[config.mk]
export PLATFORM = sky130hd
export DESIGN_NAME = uart_rom_loader
export DESIGN_NICKNAME = d
export VERILOG_FILES = /design/src/rtl/uart_rom_loader.sv
export SDC_FILE = /design/constraint.sdc
export NUM_CORES = 1
export LEC_CHECK = 0
export BUFFER_PORTS_ARGS = -buffer_cell sky130_fd_sc_hd__buf_2
export CORE_MARGIN = 2
export CORE_UTILIZATION = 45
export DETAILED_ROUTE_END_ITERATION = 6
export PLACE_DENSITY_LB_ADDON = 0.15
export SYNTH_ARGS = -nofsm -noshare
export SYNTH_HDL_FRONTEND = slang
export SYNTH_SLANG_ARGS = --single-unit
[constraint.sdc]
create_clock -name clk -period 2.66 [get_ports clk]
set_input_delay 0.133 -clock clk [delete_from_list [all_inputs] [get_ports clk]]
set_output_delay 0.133 -clock clk [all_outputs]
set_load 0.05 [all_outputs]
[src/rtl/uart_rom_loader.sv]
// uart_rom_loader: 8N1 UART boot loader that writes a length-prefixed,
// big-endian 16-bit word image into the instruction memory write port and
// holds the CPU in reset until the image is complete.
// Optional feature macro: UART_ROM_LOADER_CHECKSUM_EN (trailing XOR byte check).
// ADDR_WIDTH is expected to be at most 16 (the length field is 16 bits).
module uart_rom_loader #(
  parameter int unsigned CLKS_PER_BIT = 868,
  parameter int unsigned ADDR_WIDTH   = 15
) (
  input  logic                  clk,
  input  logic                  reset,
  input  logic                  rx,
  output logic [ADDR_WIDTH-1:0] rom_address,
  output logic [15:0]           rom_in,
  output logic                  rom_load,
  output logic                  cpu_reset,
  output logic                  done,
  output logic                  error
);

  localparam int unsigned CNT_W     = $clog2(CLKS_PER_BIT);
  localparam int unsigned HALF      = CLKS_PER_BIT / 2;
  localparam logic [CNT_W-1:0] HALF_M1 = CNT_W'(HALF - 1);
  localparam logic [CNT_W-1:0] BIT_M1  = CNT_W'(CLKS_PER_BIT - 1);
  localparam logic [16:0] MAX_WORDS    = 17'(1) << ADDR_WIDTH;

  typedef enum logic [1:0] {RX_IDLE, RX_START, RX_DATA, RX_STOP} rx_state_e;

  typedef enum logic [2:0] {
    LEN_HI, LEN_LO, DATA_HI, DATA_LO, WRITE,
`ifdef UART_ROM_LOADER_CHECKSUM_EN
    CHECK,
`endif
    DONE, ERROR
  } state_e;

  logic            rx_meta_q, rx_sync_q, rx_prev_q;
  rx_state_e       rx_state_q;
  logic [CNT_W-1:0] cnt_q;
  logic [2:0]      bit_idx_q;
  logic [7:0]      shift_q;
  logic            byte_valid_q;
  logic            frame_err_q;

  state_e                state_q;
  logic [ADDR_WIDTH-1:0] rom_address_q;
  logic [15:0]           rom_in_q;
  logic                  rom_load_q;
  logic                  cpu_reset_q;
  logic                  done_q;
  logic                  error_q;
  logic [7:0]            count_hi_q;
  logic [15:0]           remain_q;
`ifdef UART_ROM_LOADER_CHECKSUM_EN
  logic [7:0]            xor_q;
`endif

  logic [15:0] n_words;
  logic        too_long;

  assign n_words  = {count_hi_q, shift_q};
  assign too_long = {1'b0, n_words} > MAX_WORDS;

  assign rom_address = rom_address_q;
  assign rom_in      = rom_in_q;
  assign rom_load    = rom_load_q;
  assign cpu_reset   = cpu_reset_q;
  assign done        = done_q;
  assign error       = error_q;

  // Two-flop synchronizer plus one delayed copy for falling-edge detection.
  always_ff @(posedge clk or negedge reset) begin
    if (!reset) begin
      rx_meta_q <= 1'b1;
      rx_sync_q <= 1'b1;
      rx_prev_q <= 1'b1;
    end else begin
      rx_meta_q <= rx;
      rx_sync_q <= rx_meta_q;
      rx_prev_q <= rx_sync_q;
    end
  end

  // 8N1 receiver: mid-bit sampling, false-start rejection, framing check.
  always_ff @(posedge clk or negedge reset) begin
    if (!reset) begin
      rx_state_q   <= RX_IDLE;
      cnt_q        <= '0;
      bit_idx_q    <= '0;
      shift_q      <= '0;
      byte_valid_q <= 1'b0;
      frame_err_q  <= 1'b0;
    end else begin
      byte_valid_q <= 1'b0;
      frame_err_q  <= 1'b0;
      case (rx_state_q)
        RX_IDLE: begin
          if (rx_prev_q && !rx_sync_q) begin
            cnt_q      <= HALF_M1;
            rx_state_q <= RX_START;
          end
        end
        RX_START: begin
          if (cnt_q == '0) begin
            if (rx_sync_q) begin
              rx_state_q <= RX_IDLE;
            end else begin
              cnt_q      <= BIT_M1;
              bit_idx_q  <= '0;
              rx_state_q <= RX_DATA;
            end
          end else begin
            cnt_q <= cnt_q - 1'b1;
          end
        end
        RX_DATA: begin
          if (cnt_q == '0) begin
            shift_q <= {rx_sync_q, shift_q[7:1]};
            cnt_q   <= BIT_M1;
            if (bit_idx_q == 3'd7) rx_state_q <= RX_STOP;
            else                   bit_idx_q  <= bit_idx_q + 3'd1;
          end else begin
            cnt_q <= cnt_q - 1'b1;
          end
        end
        RX_STOP: begin
          if (cnt_q == '0) begin
            rx_state_q <= RX_IDLE;
            if (rx_sync_q) byte_valid_q <= 1'b1;
            else           frame_err_q  <= 1'b1;
          end else begin
            cnt_q <= cnt_q - 1'b1;
          end
        end
        default: rx_state_q <= RX_IDLE;
      endcase
    end
  end

  // Loader FSM: length header, word assembly, one-cycle write strobe, release.
  always_ff @(posedge clk or negedge reset) begin
    if (!reset) begin
      state_q       <= LEN_HI;
      rom_address_q <= '0;
      rom_in_q      <= '0;
      rom_load_q    <= 1'b0;
      cpu_reset_q   <= 1'b1;
      done_q        <= 1'b0;
      error_q       <= 1'b0;
      count_hi_q    <= '0;
      remain_q      <= '0;
`ifdef UART_ROM_LOADER_CHECKSUM_EN
      xor_q         <= '0;
`endif
    end else begin
      rom_load_q <= 1'b0;
      if (frame_err_q && state_q != DONE && state_q != ERROR) begin
        state_q <= ERROR;
        error_q <= 1'b1;
      end else begin
        case (state_q)
          LEN_HI: begin
            if (byte_valid_q) begin
              count_hi_q <= shift_q;
              state_q    <= LEN_LO;
            end
          end
          LEN_LO: begin
            if (byte_valid_q) begin
              remain_q <= n_words;
              if (n_words == 16'd0) begin
`ifdef UART_ROM_LOADER_CHECKSUM_EN
                state_q <= CHECK;
`else
                state_q     <= DONE;
                cpu_reset_q <= 1'b0;
                done_q      <= 1'b1;
`endif
              end else if (too_long) begin
                state_q <= ERROR;
                error_q <= 1'b1;
              end else begin
                state_q <= DATA_HI;
              end
            end
          end
          DATA_HI: begin
            if (byte_valid_q) begin
              rom_in_q[15:8] <= shift_q;
`ifdef UART_ROM_LOADER_CHECKSUM_EN
              xor_q <= xor_q ^ shift_q;
`endif
              state_q <= DATA_LO;
            end
          end
          DATA_LO: begin
            if (byte_valid_q) begin
              rom_in_q[7:0] <= shift_q;
`ifdef UART_ROM_LOADER_CHECKSUM_EN
              xor_q <= xor_q ^ shift_q;
`endif
              rom_load_q <= 1'b1;
              state_q    <= WRITE;
            end
          end
          WRITE: begin
            rom_address_q <= rom_address_q + ADDR_WIDTH'(1);
            remain_q      <= remain_q - 16'd1;
            if (remain_q == 16'd1) begin
`ifdef UART_ROM_LOADER_CHECKSUM_EN
              state_q <= CHECK;
`else
              state_q     <= DONE;
              cpu_reset_q <= 1'b0;
              done_q      <= 1'b1;
`endif
            end else begin
              state_q <= DATA_HI;
            end
          end
`ifdef UART_ROM_LOADER_CHECKSUM_EN
          CHECK: begin
            if (byte_valid_q) begin
              if (shift_q == xor_q) begin
                state_q     <= DONE;
                cpu_reset_q <= 1'b0;
                done_q      <= 1'b1;
              end else begin
                state_q <= ERROR;
                error_q <= 1'b1;
              end
            end
          end
`endif
          default: ;
        endcase
      end
    end
  end

endmodule

==> qor.txt, run 1 <==
Outcome -> finished clean
Top cell type by total area after synthesis -> dfrtp_1
Gp weighted congestion -> 0.863
Minimum clock period -> 2.12 ns
# setup viols final -> 0
Async set-or-reset flop fraction in the synthesized netlist -> 1.00
Initial Util -> 0.459
Register area -> 2260 sq um
Clock tree root driver cell -> clkbuf_8
Ports -> 38
Fin. Hold Viols -> 0
Die X -> 106 um
Endpoint class of the critical path -> register
CTS tree -> yes
Via count -> 3574
Netlist area before placement -> 4700 sq um
WS Path Type -> register to register
Routed Antenna Nets -> 0
VDD IR-drop max -> 0.000381 V
Share of cells above drive strength 1 -> 0.248
CTS HTree Levels -> 3
Total GRT Usage -> 0.194
Area of the multi-input gates -> 2270 sq um
Via-to-Cell Ratio -> 5.77
Power per cell area -> 709 nW/um^2
CTS Buf Count -> 9
Setup TNS -> 0 ns
Clock Tree Buf Depth -> 2
RSZ-0062 raised after global routing -> false
Syn_nets -> 453
Yosys cell types -> 66
Die H -> 106 um
Routed length per instance -> 16.7 um
Setup Skew -> 0.00924 ns
Pin slew with the least headroom to its limit -> 0.651 ns
I/O Buffers -> 37
Final period util -> 0.796
CP max FO -> 9
# DRC -> 0
Detailed Route WL -> 10.3 mm
Initial DRC count -> 260
Leak -> 2.49 nW
Die ar. -> 11300 sq um
Slew headroom -> 0.563
Congestion Overflow GR -> 0
Design Area, Final -> 5290 sq um
Clock Latency Late Sink -> 0.35 ns
Max Cap Violations -> 0
Filler cell count -> 944
Final #Nets -> 493
Placed cell area -> 5050 sq um
Layout area overhead -> 12.7%
Vias in the first global route -> 3451
Critical Path Start Type -> register
Top cell type's share of synthesized area -> 0.458
Commonest cells post-synth -> dfrtp_1, mux2_2, nand2_1, nor2_1, o21ai_0
Core Area -> 10200 sq um
FP Rows -> 37
Crit path arrival time -> 2.36 ns
Antenna violations before repair -> 0
Prevailing post-synth register cell -> dfrtp_1
Synth warnings -> 0
Clk slew on worst S/H paths -> 0.10 ns
Critical Path RT -> 2.90 ns
Global-route wire length before repair -> 17.5 mm
ANT cells -> 0
Register area share after synthesis -> 0.481
Achievable frequency -> 0.472 GHz
Post-DP HPWL -> 7.21 mm
Slew Limit Fails -> 0
Design Power -> 3.76 mW
Synth Instances -> 438
Synthesized area per cell -> 10.7 sq um
Critical R2R Launch -> cnt_q[5]
Largest net degree at the start of global routing -> 50
Min-Delay Path Class -> primary input to asynchronous set/reset pin
Number of synthesized flops with an enable pin -> 0
Initial DRT Pass Iterations -> 5
Count leader, synth -> dfrtp_1
Fin util -> 0.517
#FFs+latches synth -> 90
Setup crit start -> cnt_q[5]
Top post-synthesis cells by area -> dfrtp_1, mux2_2, ha_1
Num Clock Sinks -> 90
Postcts setup bufs -> 0
routing by layer:
layer  global-route usage  up-vias  share of wire
li1                     -     1713              -
met1                0.280     1760           0.48
met2                0.296       85           0.46
met3               0.0300       16          0.044
met4               0.0714        0          0.016
met5                    0        -              0
worst max-delay path, cell delays in order (launching register included):
cell     delay [ns]
dfrtp_1        0.46
nor4_4         0.53
nor4b_4        0.30
or2_1          0.39
mux2_4         0.33
repair_timing:
| action | CTS | global route |
|---|---|---|
| hold buffers | 2 | 0 |
| gates resized for setup | 0 | 0 |
| hold endpoints to repair | 38 | 0 |
cells by family after synthesis:
| group | synth area share |
|---|---|
| adders and majority gates | 0.0341 |
| buffers and inverters | 0.0362 |
| and+or+nand+nor | 0.178 |
| AOI/OAI and AO/OA | 0.144 |
| muxes | 0.101 |
| DFF | 0.481 |
| xor gates and xnor gates | 0.0261 |
placed cells by master, fill, tap and decap left out, types with 5 or more instances in the layout:
cell type  instances
a21oi_1           15
a22oi_1            7
a31oi_1           11
and3_1             5
buf_2             36
buf_4             10
clkbuf_8          10
dfrtp_1           86
ha_1              12
inv_1             19
mux2_2            34
mux2i_1            5
nand2_1           27
nand2b_1           5
nand3_1           12
nand4_1           13
nor2_1            23
nor3_1            14
nor4_1             8
o211ai_1           7
o21ai_0           23
or2_2              5
xnor2_1           12
through the flow:
step / setup WS [ns] / instances / hold WS [ns]
global placement: 0.560 / 601 / 0.165
global route: 0.406 / 619 / 0.343
CTS: 0.538 / 619 / 0.297
finish: 0.542 / 619 / 0.288
detailed placement: 0.549 / 601 / 0.165
floorplan: 0.672 / 438 / -0.163
registers in the layout, summed over array words and instances, names as in the netlist, named ones only:
name and cells:
remain_q 16, rom_in 16, rom_address 15, cnt_q 10
count_hi_q 8, shift_q 8, bit_idx_q 3, state_q 3
byte_valid_q 1, cpu_reset 1, done 1, error 1
frame_err_q 1, rom_load 1, rx_meta_q 1, rx_prev_q 1
rx_state_q 1, rx_sync_q 1
path summary, 6_finish.rpt:
kind	slack, ns	depth (start not counted)	to
min in group clk	0.37	0	rx_sync_q
max reg2reg	0.54	4	cnt_q[0]
min reg2reg	0.37	0	rx_sync_q
max	0.54	4	cnt_q[0]
min	0.29	2	remain_q[3]
max in group asynchronous	1.71	3	cnt_q[5]
report_power, final:
part / switching (mW) / leakage [nW] / internal (mW)
Combinational: 0.603 / 1.15 / 0.465
Clock: 0.511 / 0.116 / 0.565
Sequential: 0.148 / 1.23 / 1.46
Total: 1.26 / 2.49 / 2.49
area by class of cell:
| class | instances | share of cell area |
|---|---|---|
| Clock inverter | 5 | 0.0161 |
| Sequential cell | 90 | 0.426 |
| Tap cell | 136 | 0.0321 |
| Clock buffer | 11 | 0.0267 |
| Multi-Input combinational cell | 309 | 0.429 |
| Inverter | 19 | 0.0135 |
| Timing Repair Buffer | 49 | 0.0558 |
Power figures use the tool's default switching activity.
==> run 2: changes to the inputs <==
--- a/config.mk
+++ b/config.mk
@@ -5,6 +5,7 @@
 export SDC_FILE = /design/constraint.sdc
 export NUM_CORES = 1
 export LEC_CHECK = 0
+export ABC_AREA = 1
 export BUFFER_PORTS_ARGS = -buffer_cell sky130_fd_sc_hd__buf_2
 export CORE_MARGIN = 2
 export CORE_UTILIZATION = 45
==> constraint.sdc (replaced) <==
create_clock -name clk -period 2.14 [get_ports clk]
set_input_delay 0.107 -clock clk [delete_from_list [all_inputs] [get_ports clk]]
set_output_delay 0.107 -clock clk [all_outputs]
set_load 0.05 [all_outputs]
==> run 2 against run 1 <==
  * Die area is 1.3% higher
  * Worst hold slack lost 0.012 ns
  * Sequential power up 20%
  * Cell area up 0.78%
  * Clock skew rose by 0.0037 ns
  * Via count up 7.9%
  * Register-to-register slack got worse by 0.24 ns
  * First-iteration DRC count fell by 32%
  * Clock power rose by 25%
  * Critical path depth grew 3
  * Global-route usage down 0.77 points
  * Highest routed layer unchanged
==> qor.txt, run 2 <==
RSZ-0062 raised after global routing -> false
Commonest cells post-synth -> nand2_1, dfrtp_1, nor2_1, inv_1, o21ai_0
Layout area overhead -> 12.2%
Global-route wire length before repair -> 17.2 mm
Critical-path cell list -> inv_1 -> o21ai_2 -> nand2_2 -> nand3_1 -> a21oi_1 -> o21ai_0 -> nand2_1
I/O Buffers -> 37
Netlist area before placement -> 4760 sq um
CTS HTree Levels -> 3
Worst Path Buf+Inv -> 1
Clock Latency Late Sink -> 0.36 ns
Reg2reg end -> remain_q[14]
Slowest CP cell -> dfrtp_1
Routed Antenna Nets -> 0
Post-CTS Hold Buffers -> 2
CTS tree -> yes
Yosys cell types -> 40
Total GRT Usage -> 0.186
Endpoint class of the critical path -> register
Count leader, synth -> nand2_1
Largest net degree at the start of global routing -> 50
Top cell type's share of synthesized area -> 0.452
Min-Delay Path Class -> primary input to asynchronous set/reset pin
Core Area -> 10300 sq um
Pin slew with the least headroom to its limit -> 0.566 ns
Post-DP HPWL -> 7.13 mm
Top cell type by total area after synthesis -> dfrtp_1
Most common cell after layout, fill and taps aside -> nand2_1
# DRC -> 0
Minimum clock period -> 1.84 ns
Post-CTS Resized -> 0
Non-filler instance count after layout -> 769
Number of synthesized flops with an enable pin -> 0
Fin. Hold Viols -> 0
Leak -> 2.68 nW
#FFs+latches synth -> 90
FP Rows -> 37
Worst r2r path cells -> 7
WHS -> 0.276 ns
Critical Path RT -> 2.38 ns
Initial Util -> 0.463
Num Clock Sinks -> 90
Slowest cell delay on critical path -> 0.58 ns
Setup TNS -> 0 ns
CP delay by family, top -> flip-flops
CP max FO -> 11
Antenna violations before repair -> 0
Syn_nets -> 601
Synth Instances -> 586
Clock Tree Buf Depth -> 2
Top post-synthesis cells by area -> dfrtp_1, nand2_1, o21ai_0
Crit path arrival time -> 2.08 ns
WS Path Type -> register to register
Congestion Overflow GR -> 0
Via-to-Cell Ratio -> 5.01
Die H -> 107 um
Ports -> 38
Detailed Route WL -> 9.72 mm
Slack of the worst reg-to-reg path -> 0.30 ns
Die X -> 107 um
Outcome -> finished clean
Filler cell count -> 1010
Most frequent cells in the layout -> nand2_1, dfrtp_1, nor2_1
VDD IR-drop max -> 0.000494 V
Prevailing post-synth register cell -> dfrtp_1
Achievable frequency -> 0.543 GHz
Via count -> 3855
Critical Path Start Type -> register
Gp weighted congestion -> 0.880
# setup viols final -> 0
Slew Limit Fails -> 0
Final #Nets -> 643
Slew headroom -> 0.622
Setup Skew -> 0.0129 ns
Die ar. -> 11400 sq um
Share of cells above drive strength 1 -> 0.153
Routed length per instance -> 12.6 um
Register area share after synthesis -> 0.474
Vias in the first global route -> 3689
CTS Buf Count -> 9
Clk slew on worst S/H paths -> 0.10 ns
Critical R2R Launch -> frame_err_q
Initial DRT Pass Iterations -> 4
Clock tree root driver cell -> clkbuf_8
Final period util -> 0.861
Initial DRC count -> 176
ANT cells -> 0
Synthesized area per cell -> 8.12 sq um
Max Cap Violations -> 0
Async set-or-reset flop fraction in the synthesized netlist -> 1.00
Synth warnings -> 0
Postcts setup bufs -> 0
Dpl cells -> 751
Power per cell area -> 837 nW/um^2
## run 2: cell count changes after synthesis, moves of 9 or more
| cell | change |
|---|---|
| mux2_2 | -34 |
| nand3_1 | +13 |
| o21ai_2 | +10 |
| nand2_1 | +139 |
| nor2_1 | +42 |
| o21ai_0 | +33 |
| a31oi_1 | -9 |
| inv_1 | +42 |
| xor2_1 | +12 |
## run 2: final cells by class
class / count / area [sq um] / share of cell area
Clock buffer: 9 / 124 / 0.0232
Clock inverter: 7 / 108 / 0.0202
Inverter: 64 / 241 / 0.0453
Multi-Input combinational cell: 420 / 2180 / 0.409
Sequential cell: 90 / 2260 / 0.423
Tap cell: 136 / 170 / 0.0319
Timing Repair Buffer: 43 / 250 / 0.0469
## run 2: worst max-delay path by stage
| stage | from | to | slack, ns | depth (start not counted) |
|---|---|---|---|---|
| floorplan | rom_address[4] | rom_address[13] | 0.50 | 6 |
| global placement | state_q[2] | remain_q[10] | 0.34 | 7 |
| detailed placement | state_q[2] | remain_q[10] | 0.32 | 7 |
| CTS | frame_err_q | remain_q[14] | 0.30 | 7 |
| global route | state_q[2] | remain_q[10] | 0.12 | 7 |
| finish | frame_err_q | remain_q[14] | 0.30 | 7 |
## run 2: per-layer routing
metal / vias to the layer above / share of wire / GRT usage
met5: - / 0 / 0
met4: 0 / 0.0099 / 0.0538
met3: 7 / 0.040 / 0.0371
met2: 73 / 0.44 / 0.288
met1: 1812 / 0.51 / 0.267
li1: 1963 / - / -
## run 2: through the flow
stage	setup slack (ns)	power (mW)	cell area [sq um]	utilization
2_1_floorplan	0.498	2.88	4760	-
3_3_place_gp	0.339	3.13	5080	0.495
3_5_place_dp	0.317	3.14	5080	0.495
4_1_cts	0.297	4.50	5340	0.519
5_1_grt	0.118	4.76	5340	0.519
6_report	0.298	4.47	5340	0.519
## run 2: power by group
part	leakage [nW]	internal, mW	switching, mW	total [mW]
Sequential	1.22	1.82	0.121	1.94
Clock	0.114	0.683	0.672	1.35
Combinational	1.35	0.405	0.762	1.17
Total	2.68	2.91	1.55	4.47
## run 2: cell families after synthesis
family          Yosys count  synth area share
flops                    90             0.474
buf+inv                  76            0.0663
fa+ha+maj                12            0.0316
compound gates           93             0.119
simple gates            292             0.266
xor+xnor                 23            0.0423
## run 2: worst register-to-register path: cells and delay by family, from the launching register on
kind / cells / cell delay [ns]
AO/OA/AOI/OAI: 3 / 0.41
buffers and inverters: 1 / 0.17
flip-flops: 1 / 0.58
AND/OR/NAND/NOR: 3 / 0.57
==> run 3: changes to the inputs <==
--- a/config.mk
+++ b/config.mk
@@ -14,3 +14,4 @@
 export SYNTH_ARGS = -nofsm -noshare
 export SYNTH_HDL_FRONTEND = slang
 export SYNTH_SLANG_ARGS = --single-unit
+export TNS_END_PERCENT = 20
==> constraint.sdc (replaced) <==
create_clock -name clk -period 1.8 [get_ports clk]
set_input_delay 0.09 -clock clk [delete_from_list [all_inputs] [get_ports clk]]
set_output_delay 0.09 -clock clk [all_outputs]
set_load 0.05 [all_outputs]
==> run 3 against run 2 <==
  * Critical path depth up 2
  * Global-route usage up 0.53 points
  * Sequential power up 20%
  * Worst hold slack worse by 0.073 ns
  * Sequential share of layout area down 0.54 points
  * Critical endpoint is now bit_idx_q[0]
==> qor.txt, run 3 (same netlist as run 2, synthesis figures left out) <==
Outcome -> finished clean
Setup Skew -> 0.0113 ns
Worst slack at placement -> 0.0757 ns
CTS HTree Levels -> 3
Setup crit start -> cnt_q[0]
Critical Path RT -> 2.05 ns
CTS tree -> yes
Clock tree root driver cell -> clkbuf_8
Max Cap Violations -> 0
Reg2reg end -> bit_idx_q[0]
RSZ-0062 raised after global routing -> true
Global-route wire length before repair -> 17.5 mm
Postcts setup bufs -> 0
Switching power -> 1.87 mW
Register area -> 2260 sq um
Total GRT Usage -> 0.192
Critical R2R Launch -> cnt_q[0]
Largest net degree at the start of global routing -> 35
Die X -> 107 um
CP max FO -> 6
Comb pwr share -> 0.275
Int Power -> 3.49 mW
Clk slew on worst S/H paths -> 0.10 ns
ANT cells -> 0
Seq pwr share -> 0.433
Initial DRT Pass Iterations -> 4
Fin. Hold Viols -> 0
# setup viols final -> 0
Clock Tree Buf Depth -> 2
Via-to-Cell Ratio -> 5.05
Slew Limit Fails -> 0
Most frequent cells in the layout -> nand2_1, dfrtp_1, nor2_1
Share of cells above drive strength 1 -> 0.166
End point of the critical path -> bit_idx_q[0]
Clock power frac -> 0.292
Final #Nets -> 649
Leak -> 2.72 nW
Setup TNS -> 0 ns
Layout area overhead -> 13.6%
Gp weighted congestion -> 0.916
Initial Util -> 0.463
Clock Latency Late Sink -> 0.36 ns
Initial DRC count -> 186
Routed length per instance -> 13.0 um
Placed cell area -> 5140 sq um
Min-Delay Path Class -> primary input to asynchronous set/reset pin
Worst r2r path cells -> 9
Slack of the worst reg-to-reg path -> 0.13 ns
Via count -> 3914
Crit path arrival time -> 1.92 ns
Ports -> 38
FP Rows -> 37
I/O Buffers -> 37
Die ar. -> 11400 sq um
Num Clock Sinks -> 90
Slew headroom -> 0.651
Core Area -> 10300 sq um
Antenna violations before repair -> 0
Detailed Route WL -> 10.1 mm
Die H -> 107 um
CTS Buf Count -> 9
Vias in the first global route -> 3771
Minimum clock period -> 1.67 ns
Area of the multi-input gates -> 2200 sq um
Design Area, Final -> 5400 sq um
# DRC -> 0
Most common cell after layout, fill and taps aside -> nand2_1
VDD IR-drop max -> 0.000550 V
WS Path Type -> register to register
Endpoint class of the critical path -> register
Critical Path Start Type -> register
Worst Setup Slack, final -> 0.131 ns
Achievable frequency -> 0.599 GHz
Pin slew with the least headroom to its limit -> 0.522 ns
Sw Share -> 0.348
Power per cell area -> 992 nW/um^2
Final period util -> 0.927
Congestion Overflow GR -> 0
Routed Antenna Nets -> 0
Filler cell count -> 997
Fin util -> 0.526
Post-DP HPWL -> 7.35 mm
run 3: changes by cell type in the layout (fill, tap and decap cells not counted), sizes merged:
cell    before  now
inv         67   66
clkbuf       9   10
buf         41   47
run 3: critical path, stage by stage (launching register included):
cell and delay, ns:
dfrtp_1 0.39, inv_1 0.13, ha_1 0.16, nand2_1 0.05
nor2_1 0.17, nand2_2 0.12, clkinv_2 0.10, nand4_1 0.20
o21ai_1 0.20, inv_1 0.05
run 3: worst min path at each step:
| stage | endpoint | cells past startpoint |
|---|---|---|
| 2_1_floorplan | asynchronous set/reset pin | 0 |
| 3_3_place_gp | remain_q[8] | 1 |
| 3_5_place_dp | remain_q[10] | 1 |
| 4_1_cts | remain_q[8] | 2 |
| 5_1_grt | remain_q[8] | 2 |
| 6_report | remain_q[10] | 2 |
run 3: layout make-up:
cell class              instances  area share
inverters                      64      0.0447
multi-input cells             420       0.408
clock inverters                 6      0.0178
clock buffers                  10      0.0236
flip-flops and latches         90       0.418
repair buffers                 49      0.0570
well taps                     136      0.0315
run 3: what timing repair did:
action                                  CTS  global route
gates resized for setup                   0             7
endpoints found under the setup margin    0             7
endpoints found under the hold margin    28             0
hold buffers                              2             0
run 3: power by group through the flow:
| stage | clock network [mW] | registers, mW | logic [mW] |
|---|---|---|---|
| after floorplan | 0 | 2.36 | 1.07 |
| after global placement | 0 | 2.34 | 1.39 |
| after detailed placement | 0 | 2.35 | 1.43 |
| after CTS | 1.61 | 2.31 | 1.44 |
| after global routing | 1.69 | 2.34 | 1.66 |
| final | 1.56 | 2.32 | 1.47 |
run 3: per-layer routing:
layer,routed length (um),share of wire,vias to the layer above,global-route usage
li1,-,-,1970,-
met2,4410,0.44,76,0.291
met3,292,0.029,11,0.0383
met1,5250,0.52,1857,0.277
met5,0,0,-,0
met4,135,0.013,0,0.0612
run 3: through the flow:
stage                     total power, mW  hold WS (ns)  cells
after floorplan                      3.42        -0.206    586
after global placement               3.74        0.0576    757
after detailed placement             3.78        0.0536    757
after CTS                            5.35         0.205    775
after global routing                 5.69         0.222    775
final                                5.36         0.203    775
